[config.mk]
export PLATFORM = sky130hd
export DESIGN_NAME = computie_bus_trigger_snooper
export DESIGN_NICKNAME = d
export VERILOG_FILES = /design/src/rtl/computie_bus_trigger_snooper.sv
export SDC_FILE = /design/constraint.sdc
export NUM_CORES = 1
export LEC_CHECK = 0
export ABC_AREA = 0
export ABC_CLOCK_PERIOD_IN_PS = 13900
export CORE_UTILIZATION = 65
export CTS_CLUSTER_SIZE = 40
export DETAILED_ROUTE_END_ITERATION = 10
export PLACE_DENSITY = 0.84
export SLEW_MARGIN = 10
export SYNTH_ARGS = -nofsm -noshare
export SYNTH_HDL_FRONTEND = slang
export SYNTH_SLANG_ARGS = --single-unit
[constraint.sdc]
create_clock -name comm_clock -period 13.9 [get_ports comm_clock]
set_input_delay 4.17 -clock comm_clock [delete_from_list [all_inputs] [get_ports comm_clock]]
set_output_delay 4.17 -clock comm_clock [all_outputs]
set_load 0.1 [all_outputs]
[src/rtl/computie_bus_trigger_snooper.sv]
// Bus snooper for the Computie multiplexed address/data bus: synchronises the bus, forms one record
// per address-strobe cycle and captures around a trigger into a first-word-fall-through buffer.
module computie_bus_trigger_snooper #(
  parameter int unsigned BITWIDTH    = 32,
  parameter int unsigned DEPTH       = 16,
  parameter int unsigned PRE_TRIGGER = 4
) (
  input  logic                  comm_clock,
  input  logic                  comm_reset,
  input  logic                  cb_addr_strobe,
  input  logic                  cb_data_strobe,
  input  logic                  cb_read_write,
  input  logic [BITWIDTH-1:0]   cb_addr_data_bus,
  input  logic                  record_start,
  input  logic                  record_mode,
  input  logic                  record_trigger,
  input  logic [BITWIDTH-1:0]   match_addr,
  input  logic [BITWIDTH-1:0]   match_mask,
  input  logic                  match_rw_en,
  input  logic                  match_rw,
  output logic                  record_valid,
  input  logic                  record_ready,
  output logic [2*BITWIDTH:0]   record_out,
  output logic                  record_end,
  output logic                  record_triggered,
  output logic                  record_overflow
);

  localparam int unsigned AW = $clog2(DEPTH);
  localparam int unsigned RW = 2 * BITWIDTH + 1;
  localparam logic [AW:0] FullCnt = (AW + 1)'(DEPTH);
  localparam logic [AW:0] PreCnt  = (AW + 1)'(PRE_TRIGGER);
  localparam logic [AW:0] PostCnt = (AW + 1)'(DEPTH - PRE_TRIGGER);

  typedef enum logic [1:0] {StIdle, StArmed, StTriggered, StDone} state_e;

  // Synchronisers: every bus pin gets the same two-flop delay so strobes and bus stay aligned.
  logic                as_s1_q, as_s2_q, as_prev_q;
  logic                ds_s1_q, ds_s2_q;
  logic                rw_s1_q, rw_s2_q;
  logic [BITWIDTH-1:0] bus_s1_q, bus_s2_q;

  always_ff @(posedge comm_clock) begin
    if (comm_reset) begin
      as_s1_q   <= 1'b1;
      as_s2_q   <= 1'b1;
      as_prev_q <= 1'b1;
      ds_s1_q   <= 1'b1;
      ds_s2_q   <= 1'b1;
      rw_s1_q   <= 1'b0;
      rw_s2_q   <= 1'b0;
      bus_s1_q  <= '0;
      bus_s2_q  <= '0;
    end else begin
      as_s1_q   <= cb_addr_strobe;
      as_s2_q   <= as_s1_q;
      as_prev_q <= as_s2_q;
      ds_s1_q   <= cb_data_strobe;
      ds_s2_q   <= ds_s1_q;
      rw_s1_q   <= cb_read_write;
      rw_s2_q   <= rw_s1_q;
      bus_s1_q  <= cb_addr_data_bus;
      bus_s2_q  <= bus_s1_q;
    end
  end

  // Record assembly
  logic                as_fall, as_rise, data_upd;
  logic                open_q, open_d;
  logic                rwc_q, rwc_d;
  logic [BITWIDTH-1:0] addr_q, addr_d, data_q, data_d, rec_data;
  logic [RW-1:0]       rec;
  logic                rec_valid, is_match;

  assign as_fall  = as_prev_q & ~as_s2_q;
  assign as_rise  = ~as_prev_q & as_s2_q;
  assign data_upd = ~ds_s2_q & ~as_fall;

  always_comb begin
    open_d = open_q;
    rwc_d  = rwc_q;
    addr_d = addr_q;
    data_d = data_q;
    if (as_fall) begin
      open_d = 1'b1;
      rwc_d  = rw_s2_q;
      addr_d = bus_s2_q;
      data_d = '0;
    end else if (data_upd) begin
      data_d = bus_s2_q;
    end
    if (as_rise) begin
      open_d = 1'b0;
    end
  end

  always_ff @(posedge comm_clock) begin
    if (comm_reset) begin
      open_q <= 1'b0;
      rwc_q  <= 1'b0;
      addr_q <= '0;
      data_q <= '0;
    end else begin
      open_q <= open_d;
      rwc_q  <= rwc_d;
      addr_q <= addr_d;
      data_q <= data_d;
    end
  end

  // A data beat coinciding with the strobe release still belongs to this record.
  assign rec_data  = data_upd ? bus_s2_q : data_q;
  assign rec       = {rwc_q, addr_q, rec_data};
  assign rec_valid = as_rise & open_q;
  assign is_match  = (((addr_q ^ match_addr) & match_mask) == '0) &&
                     (!match_rw_en || (rwc_q == match_rw));

  // Capture FSM and buffer pointers
  state_e        state_q, state_d;
  logic [AW-1:0] wr_ptr_q, wr_ptr_d, rd_ptr_q, rd_ptr_d;
  logic [AW:0]   count_q, count_d, post_q, post_d;
  logic          trig_q, trig_d, ovf_q, ovf_d, end_q, end_d;
  logic          wr_en, drop_oldest, rd_en, pop, flush;
  logic [RW-1:0] mem_q [DEPTH];

  assign record_valid = ((state_q == StTriggered) || (state_q == StDone)) && (count_q != '0);
  assign rd_en        = record_valid & record_ready;
  assign pop          = rd_en | drop_oldest;

  always_comb begin
    state_d     = state_q;
    post_d      = post_q;
    trig_d      = trig_q;
    ovf_d       = ovf_q;
    wr_en       = 1'b0;
    drop_oldest = 1'b0;
    flush       = 1'b0;
    unique case (state_q)
      StIdle: begin
        if (record_start) begin
          state_d = StArmed;
          trig_d  = 1'b0;
          ovf_d   = 1'b0;
        end
      end
      StArmed: begin
        if (rec_valid && is_match) begin
          wr_en   = 1'b1;
          trig_d  = 1'b1;
          post_d  = (AW + 1)'(1);
          state_d = (!record_mode && (PostCnt == (AW + 1)'(1))) ? StDone : StTriggered;
        end else begin
          // Pre-trigger history is a sliding window: the oldest entry goes when it is full.
          if (rec_valid && (PreCnt != '0)) begin
            wr_en       = 1'b1;
            drop_oldest = (count_q == PreCnt);
          end
          if (record_trigger) begin
            state_d = StTriggered;
            trig_d  = 1'b1;
            post_d  = '0;
          end
        end
      end
      StTriggered: begin
        if (rec_valid) begin
          if ((count_q == FullCnt) && !rd_en) begin
            ovf_d = 1'b1;
          end else begin
            wr_en = 1'b1;
          end
          if (!record_mode) begin
            post_d = post_q + 1'b1;
            if (post_d == PostCnt) begin
              state_d = StDone;
            end
          end
        end
      end
      StDone: begin
      end
      default: state_d = StIdle;
    endcase
    if (!record_start) begin
      state_d     = StIdle;
      wr_en       = 1'b0;
      drop_oldest = 1'b0;
      flush       = 1'b1;
    end
  end

  always_comb begin
    wr_ptr_d = wr_ptr_q;
    rd_ptr_d = rd_ptr_q;
    count_d  = count_q;
    if (flush) begin
      wr_ptr_d = '0;
      rd_ptr_d = '0;
      count_d  = '0;
    end else begin
      if (wr_en) begin
        wr_ptr_d = wr_ptr_q + 1'b1;
      end
      if (pop) begin
        rd_ptr_d = rd_ptr_q + 1'b1;
      end
      case ({wr_en, pop})
        2'b10:   count_d = count_q + 1'b1;
        2'b01:   count_d = count_q - 1'b1;
        default: count_d = count_q;
      endcase
    end
    end_d = (state_d == StDone) && (count_d == '0);
  end

  always_ff @(posedge comm_clock) begin
    if (comm_reset) begin
      state_q  <= StIdle;
      wr_ptr_q <= '0;
      rd_ptr_q <= '0;
      count_q  <= '0;
      post_q   <= '0;
      trig_q   <= 1'b0;
      ovf_q    <= 1'b0;
      end_q    <= 1'b0;
    end else begin
      state_q  <= state_d;
      wr_ptr_q <= wr_ptr_d;
      rd_ptr_q <= rd_ptr_d;
      count_q  <= count_d;
      post_q   <= post_d;
      trig_q   <= trig_d;
      ovf_q    <= ovf_d;
      end_q    <= end_d;
    end
  end

  always_ff @(posedge comm_clock) begin
    if (wr_en && !comm_reset) begin
      mem_q[wr_ptr_q] <= rec;
    end
  end

  assign record_out       = record_valid ? mem_q[rd_ptr_q] : '0;
  assign record_end       = end_q;
  assign record_triggered = trig_q;
  assign record_overflow  = ovf_q;

endmodule

==> results of run 1 <==
==> cell usage in the layout (no fill, tap or decap), types with 5 or more instances in the layout <==
cell,instances
sky130_fd_sc_hd__a21oi_1,44
sky130_fd_sc_hd__a22oi_1,16
sky130_fd_sc_hd__and2_1,67
sky130_fd_sc_hd__buf_4,42
sky130_fd_sc_hd__bufinv_16,14
sky130_fd_sc_hd__clkbuf_1,27
sky130_fd_sc_hd__clkbuf_16,115
sky130_fd_sc_hd__clkbuf_8,13
sky130_fd_sc_hd__clkdlybuf4s50_1,174
sky130_fd_sc_hd__clkinv_1,11
sky130_fd_sc_hd__clkinv_2,21
sky130_fd_sc_hd__dfxtp_1,160
sky130_fd_sc_hd__edfxtp_1,1040
sky130_fd_sc_hd__ha_1,15
sky130_fd_sc_hd__inv_1,16
sky130_fd_sc_hd__mux2_2,32
sky130_fd_sc_hd__mux4_2,325
sky130_fd_sc_hd__nand2_1,90
sky130_fd_sc_hd__nand3_1,8
sky130_fd_sc_hd__nand4_1,6
sky130_fd_sc_hd__nor2_1,20
sky130_fd_sc_hd__nor2_4,13
sky130_fd_sc_hd__nor2b_1,100
sky130_fd_sc_hd__nor3_1,9
sky130_fd_sc_hd__nor3_2,5
sky130_fd_sc_hd__nor3b_1,5
sky130_fd_sc_hd__o21ai_0,7
sky130_fd_sc_hd__or2_2,5
sky130_fd_sc_hd__xor2_1,38
==> state kept, by name, summed over array words and instances (netlist names), 2 cells and up, named ones only <==
signal and cells:
mem_q 1040, addr_q 32, bus_s1_q 32, bus_s2_q 32, data_q 32, count_q 5
post_q 5, rd_ptr_q 4, wr_ptr_q 4, state_q 2
==> logic make-up (layout without fill, tap and decap cells) <==
kind of cell	Yosys count	count (layout)	share of synthesized area, %
simple gates	339	339	3.925
flops	1204	1204	75.29
mux	361	361	16.84
compound gates	92	92	1.288
fa+ha+maj	16	16	0.4531
other cells	0	4	0
buf+inv	129	446	1.419
xor+xnor	41	41	0.7834
==> power by group through the flow <==
stage	Sequential [mW]	Combinational [mW]	Clock (mW)
6_report	3.91	0.0862	3.19
5_1_grt	3.90	0.0908	3.34
4_1_cts	3.91	0.0852	3.20
3_5_place_dp	3.98	0.0831	0
3_3_place_gp	3.98	0.0806	0
2_1_floorplan	3.98	0.0358	0
==> how the worst max path moves through the flow <==
stage | startpoint | end | slack, ns
2_1_floorplan | record_ready | mem_q[3][0]$_DFFE_PP_ | 4.00
4_1_cts | flip-flop | record_out[30] | 4.60
3_3_place_gp | flip-flop | record_out[57] | 5.46
5_1_grt | flip-flop | record_out[49] | 4.43
3_5_place_dp | record_start | record_end$_SDFF_PP0_ | 5.35
6_report | flip-flop | record_out[18] | 4.73
==> final cells by class <==
cell class / instances / area share, %
inverters: 16 / 0.1143
repair buffers: 218 / 3.992
well taps: 940 / 2.239
diodes: 4 / 0.01906
clock inverters: 57 / 1.315
multi-input cells: 849 / 20.58
clock buffers: 155 / 6.012
flip-flops and latches: 1204 / 65.73
==> stage by stage <==
step / hold slack, ns / cells / utilization, % / setup WS [ns]
finish: 0.4051 / 3443 / 75.14 / 4.728
global route: 0.4374 / 3439 / 75.13 / 4.433
CTS: 0.4132 / 3439 / 75.13 / 4.602
detailed placement: 0.4018 / 3227 / 69.62 / 5.348
global placement: 0.3969 / 3227 / 69.62 / 5.457
floorplan: 0.3895 / 2182 / - / 4.003
==> metal layers <==
metal	wire [um]	vias to the layer above	track usage (%)
li1	-	9271	-
met3	14170	352	8.496
met5	11	-	0
met4	5213	2	14.59
met2	56610	1873	53.72
met1	38560	11960	42.38
==> worst max-delay path, stage by stage (launching register included) <==
cell                              delay, ns
sky130_fd_sc_hd__dfxtp_4               1.11
sky130_fd_sc_hd__buf_4                 0.92
sky130_fd_sc_hd__mux4_2                0.45
sky130_fd_sc_hd__mux4_2                0.52
sky130_fd_sc_hd__and2_1                0.20
sky130_fd_sc_hd__clkdlybuf4s50_1       0.97
==> results.txt, run 1 <==
----------------------------------------------------
[Floorplan]
  Total number of placement rows ... 97
  Floorplan core area ... 69910 um^2
  Starting Density ... 65.57%
  Die X-Extent ... 267.6 um
  Area enclosed by the die boundary ... 71590 um^2
  Number of top-level pins ... 176
  Height of the die ... 267.6 um

[Setup path]
  Signal arrival time at the worst endpoint ... 5.00 ns
  Critical Path Source Type ... flip-flop
  Maximum fanout count along the critical path ... 74
  Startpoint-to-endpoint class of the critical path ... reg2out
  Endpoint type of the worst setup path ... primary output
  Launch point of the worst reg-to-reg path ... state_q[0]$_SDFF_PP0_
  Worst Reg2Reg Path Length in Cells ... 17
  Crit path required time ... 9.73 ns
  Worst setup slack for register-to-register paths ... 8.90 ns
  Worst R2R End ... record_end$_SDFF_PP0_

[Min path]
  Worst min-delay path category ... reg2reg
  Source of the worst hold timing path ... as_s1_q$_SDFF_PP1_
  Min-Delay Path Depth ... 1
  Hold Path End ... as_s2_q$_SDFF_PP1_

[Clocking]
  Clock tree from TritonCTS ... done
  Clock-pin slew on the worst setup and hold paths ... about 0.070 ns
  Inserted Clock Buffers ... 111
  Clock net sink count ... 1204
  Max clock buf depth ... 3
  Clock root buffer master ... sky130_fd_sc_hd__clkbuf_16
  Post-CTS setup buffer count ... 0
  Clock Latency Late Sink ... 0.69 ns
  Post-cts resize count ... 0
  Total of hold buffers inserted after clock tree synthesis ... 0
  Deepest level of the CTS H-tree ... 3

[Detailed routing]
  Overall via count from detail_route ... between 20000 and 25000
  Detail-routed via count per cell ... 6.812
  Length of the first detailed-routing pass in iterations ... 7
  Total wire length ... 114.6 mm
  First-iteration detailed-routing DRC count ... 3071
  Remaining antenna violation count after routing ... 0
  Residual DRC ... 0
  Final routed wire length divided by cell count ... 33.28 um

[Global routing]
  Total gr overflow ... 0
  Number of antenna violations at the first check in global routing ... 3
  Global-route wire length before repair ... around 160 mm
  Total GRT Usage ... 32.97%
  Number of global-route vias before repair ... approximately 24000
  Largest net degree at the start of global routing ... 89

[Power and ir drop]
  PnR Total Power ... between 7 and 8 mW
  Power density over the cells ... 136.8 nW/um^2
  Internal portion of total power ... 5.788 mW
  Fraction of power spent switching nets ... roughly a fifth
  Leakage power summed over all cells ... 17.49 nW
  Peak VDD IR ... between 0.00015 and 0.0002 V
  Net switching power of the design ... between 1 and 1.5 mW
  Clock share of power ... 44.4%
  Portion of total power attributed to sequential cells ... between 50% and 60%
  Combinational power share ... 1.2%

[Logic synthesis]
  Synth Area per Inst ... 21.01 um^2
  Dominant register cell in the synthesized netlist ... sky130_fd_sc_hd__edfxtp_1
  Cells taking the most area after synthesis ... sky130_fd_sc_hd__edfxtp_1, sky130_fd_sc_hd__mux4_2, sky130_fd_sc_hd__dfxtp_1, sky130_fd_sc_hd__nor2b_1, sky130_fd_sc_hd__and2_1
  Most frequent cell after synthesis ... sky130_fd_sc_hd__edfxtp_1
  Number of flip-flops and latches in the synthesized netlist ... 1204
  Share of flip-flops with an asynchronous set or reset ... 0%
  Synthesized instance count ... between 2000 and 2500
  Count of flip-flops with a built-in enable after synthesis ... 1040
  Warning count from the yosys run ... 0
  Post-synth top area cell ... sky130_fd_sc_hd__edfxtp_1
  Syn Nets ... 2305
  Cell area after synthesis ... 45840 um^2
  Distinct cell type count of the synthesized netlist ... 51
  Share of the yosys chip area belonging to registers ... between 70% and 80%
  Most common library cells after synthesis ... sky130_fd_sc_hd__edfxtp_1, sky130_fd_sc_hd__mux4_2, sky130_fd_sc_hd__dfxtp_1, sky130_fd_sc_hd__nor2b_1, sky130_fd_sc_hd__nand2_1
  Yosys top cell area share ... 68.13%

[STA]
  Clock skew ... 0.01977 ns
  FMAX ... 109.0 MHz
  Hold Vio Cnt, Final ... 0
  Part of the cycle the worst path needs ... 65.98%
  RSZ-0062 raised after global routing ... no
  Setup TNS ... 0 ns
  Slew at the pin closest to its max-slew limit ... around 1.3 ns
  Headroom to the max-slew limit ... between 10% and 20%
  Clock period minus final worst setup slack ... between 9 and 10 ns
  Number of pins with negative max-slew slack in the final report ... 0
  Setup violation total in the final timing report ... 0

[Finish]
  Net count, final ... 2523
  Fraction of final layout cells sized beyond drive strength 1 ... about a quarter
  Number of inserted filler cells in the final layout ... 3649
  Sequential cell area in the final layout ... 34530 um^2
  Design area ... 52530 um^2
  Multi-input combinational cell area ... 10810 um^2
  Area delta synth->final ... 14.59%

[Placement]
  Placed cell area ... 48670 um^2
  Weighted congestion reported at the end of routability-driven placement ... 0.8191
  Number of port buffers ... 175
  Detailed Place HPWL ... 57.85 mm

[Run status]
  Run status ... finished clean

[Job]
  Max-cap violations ... 0

----------------------------------------------------
Note: power is estimated with default switching activity, not from simulation.
==> inputs of run 2 (changes only) <==
--- a/config.mk
+++ b/config.mk
@@ -6,11 +6,11 @@
 export NUM_CORES = 1
 export LEC_CHECK = 0
 export ABC_AREA = 0
-export ABC_CLOCK_PERIOD_IN_PS = 13900
-export CORE_UTILIZATION = 65
+export ABC_CLOCK_PERIOD_IN_PS = 8400
+export CORE_UTILIZATION = 55
 export CTS_CLUSTER_SIZE = 40
 export DETAILED_ROUTE_END_ITERATION = 10
-export PLACE_DENSITY = 0.84
+export PLACE_DENSITY = 0.76
 export SLEW_MARGIN = 10
 export SYNTH_ARGS = -nofsm -noshare
 export SYNTH_HDL_FRONTEND = slang
==> constraint.sdc (replaced) <==
create_clock -name comm_clock -period 8.4 [get_ports comm_clock]
set_input_delay 2.52 -clock comm_clock [delete_from_list [all_inputs] [get_ports comm_clock]]
set_output_delay 2.52 -clock comm_clock [all_outputs]
set_load 0.1 [all_outputs]
==> run 2 against run 1 <==
Effect of this change: critical path type unchanged; power grew 64%; critical endpoint is now record_out[41]; die area grew 18%; highest routed layer is now met4; via count is 3.9% lower; largest power group unchanged; count of clock-buffer cells in the layout fell by 17.
==> results.txt, run 2 (synthesis results as in run 1) <==
----------------------------------------------------
[Run status]
  Run status ... finished clean

[Power and ir drop]
  Fraction of power spent switching nets ... 19.55% (+0.13 points)
  Peak VDD IR ... 0.0001748 V (+14%)
  Net switching power of the design ... 2.310 mW (+66%)
  Leakage power summed over all cells ... 17.51 nW (+0.15%)
  Clock share of power ... 44.1% (-0.3 points)
  Combinational power share ... 1.2% (about the same)
  PnR Total Power ... 11.82 mW (+64%)
  Internal portion of total power ... 9.505 mW (+64%)
  Portion of total power attributed to sequential cells ... 54.7% (+0.3 points)
  Power density over the cells ... 223.7 nW/um^2 (+64%)

[STA]
  Clock skew ... 0.02752 ns (+0.007747 ns)
  Headroom to the max-slew limit ... 23.59% (+7.9 points)
  Clock period minus final worst setup slack ... roughly 7.0 ns
  RSZ-0062 raised after global routing ... no
  Slew at the pin closest to its max-slew limit ... 1.146 ns (-0.1150 ns)
  Setup violation total in the final timing report ... 0 (unchanged)
  Hold Vio Cnt, Final ... 0 (unchanged)
  Setup TNS ... 0 ns (unchanged)
  FMAX ... ~140 MHz
  Number of pins with negative max-slew slack in the final report ... 0 (unchanged)
  Part of the cycle the worst path needs ... 83.13%

[Detailed routing]
  First-iteration detailed-routing DRC count ... 2417 (-21%)
  Overall via count from detail_route ... 22550 (-3.9%)
  Residual DRC ... 0 (unchanged)
  Total wire length ... 108.4 mm (-5.4%)
  Final routed wire length divided by cell count ... 30.29 um (-9.0%)
  Length of the first detailed-routing pass in iterations ... 6 (-1)
  Detail-routed via count per cell ... 6.302 (-7.5%)
  Remaining antenna violation count after routing ... 0 (unchanged)

[Finish]
  Fraction of final layout cells sized beyond drive strength 1 ... 24.49% (+0.12 points)
  Most frequent standard cell in the layout excluding fill and tap cells ... sky130_fd_sc_hd__edfxtp_1
  Area delta synth->final ... 15.24%
  Largest register by flop count ... mem_q
  Commonest cells after routing, fill and taps aside ... sky130_fd_sc_hd__edfxtp_1, sky130_fd_sc_hd__mux4_2, sky130_fd_sc_hd__clkdlybuf4s50_1, sky130_fd_sc_hd__dfxtp_1, sky130_fd_sc_hd__clkbuf_16
  Flip-flop count of the largest register, all copies and words added ... 1040 (unchanged)
  Net count, final ... 2533 (+0.40%)

[Setup path]
  Cell type of the slowest stage on the worst timing path ... sky130_fd_sc_hd__clkdlybuf4s50_1
  Startpoint-to-endpoint class of the critical path ... reg2out
  Crit-path cells ... buf_4, mux4_2, mux4_2, and2_1, clkdlybuf4s50_1
  Crit path required time ... 5.88 ns (-3.85 ns)
  Critical Path Most Common Cell ... sky130_fd_sc_hd__mux4_2
  Maximum fanout count along the critical path ... 34 (-54%)
  Critical Path Source Type ... flip-flop
  Endpoint type of the worst setup path ... primary output
  Critical path's largest stage delay ... 0.97 ns (-0.14 ns)
  Signal arrival time at the worst endpoint ... 4.46 ns (-0.54 ns)

[Clocking]
  Clock Latency Late Sink ... 0.68 ns (about the same)
  Clock net sink count ... 1204 (unchanged)
  Max clock buf depth ... 3 (unchanged)
  Total of hold buffers inserted after clock tree synthesis ... 0 (unchanged)
  Deepest level of the CTS H-tree ... 3 (unchanged)
  Clock-pin slew on the worst setup and hold paths ... 0.06 ns (about the same)
  Clock tree from TritonCTS ... done
  Post-cts resize count ... 0 (unchanged)
  Post-CTS setup buffer count ... 0 (unchanged)
  Inserted Clock Buffers ... 113 (+1.8%)
  Clock root buffer master ... sky130_fd_sc_hd__clkbuf_16

[Min path]
  Worst min-delay path category ... reg2reg

[Placement]
  Number of port buffers ... 175 (unchanged)
  Weighted congestion reported at the end of routability-driven placement ... 0.8068 (-1.5%)
  Detailed Place HPWL ... 58.96 mm (+1.9%)

[Global routing]
  Largest net degree at the start of global routing ... 110 (+24%)
  Number of antenna violations at the first check in global routing ... 4 (+1)
  Total gr overflow ... 0 (unchanged)
  Number of global-route vias before repair ... 23540 (-3.9%)
  Total GRT Usage ... 26.05% (-6.9 points)
  Global-route wire length before repair ... 157.4 mm (-3.6%)

[Floorplan]
  Number of top-level pins ... 176 (unchanged)
  Starting Density ... 55.74% (-9.8 points)
  Height of the die ... 290.7 um (+8.6%)
  Die X-Extent ... 290.7 um (+8.6%)
  Area enclosed by the die boundary ... 84500 um^2 (+18%)
  Total number of placement rows ... 105 (+8.2%)
  Floorplan core area ... 82240 um^2 (+18%)

[Job]
  Max-cap violations ... 0 (unchanged)

----------------------------------------------------
## run 2: changes by cell type in the layout (fill, tap and decap cells not counted), moves of 3 or more
cell / previous run / this run
sky130_fd_sc_hd__clkinv_1: 11 / 24
sky130_fd_sc_hd__buf_12: 2 / 12
sky130_fd_sc_hd__clkbuf_1: 27 / 18
sky130_fd_sc_hd__clkbuf_8: 13 / 5
sky130_fd_sc_hd__clkinv_2: 21 / 13
sky130_fd_sc_hd__clkinv_4: 2 / 6
sky130_fd_sc_hd__clkinvlp_4: 2 / 6
sky130_fd_sc_hd__diode_2: 4 / 1
## run 2: through the flow
stage          cell area, um^2  setup WS [ns]  std cells  hold WS [ns]  utilization, %
6_report                 52830          1.417       3578        0.4161           64.23
5_1_grt                  52820          1.209       3577        0.4315           64.23
4_1_cts                  52820          1.317       3577        0.4202           64.23
3_5_place_dp             49020          1.466       3365        0.4007           59.60
3_3_place_gp             49020          1.529       3365        0.3997           59.60
2_1_floorplan            45840         0.1530       2182        0.3895               -
## run 2: worst paths after layout
check / cells past startpoint / end / slack (ns) / start
max: 5 / record_out[41] / 1.42 / flip-flop
min: 1 / as_s2_q$_SDFF_PP1_ / 0.42 / as_s1_q$_SDFF_PP1_
max reg2reg: 15 / record_end$_SDFF_PP0_ / 3.75 / addr_q[14]$_SDFFE_PP0P_
min reg2reg: 1 / as_s2_q$_SDFF_PP1_ / 0.42 / as_s1_q$_SDFF_PP1_
## run 2: final cells by class
cell class | count | area (um^2)
Tap cell | 1070 | 1339
Sequential cell | 1204 | 34530
Antenna cell | 1 | 2.502
Timing Repair Buffer | 226 | 2282
Inverter | 16 | 60.06
Multi-Input combinational cell | 849 | 10810
Clock buffer | 138 | 3014
Fill cell | 5302 | 29420
Clock inverter | 74 | 789.5
## run 2: worst max-delay path, delay by kind of cell (launching register included)
family,cells,cell delay (ns)
buffers and inverters,2,1.55
muxes,2,1.13
DFF,1,0.89
and+or+nand+nor,1,0.18
## run 2: metal layers
layer	vias to the layer above	GRT usage, %	part of all wire (%)
met4	0	9.098	3.2
li1	9302	-	-
met1	11790	34.37	37
met2	1245	43.08	50
met5	-	0	0
met3	208	5.827	9.7
## run 2: power by group through the flow
stage          Sequential [mW]  Clock [mW]  Combinational [mW]
3_5_place_dp              6.59           0               0.137
6_report                  6.46        5.21               0.138
3_3_place_gp              6.59           0               0.132
4_1_cts                   6.46        5.26               0.138
2_1_floorplan             6.58           0              0.0593
5_1_grt                   6.46        5.48               0.148
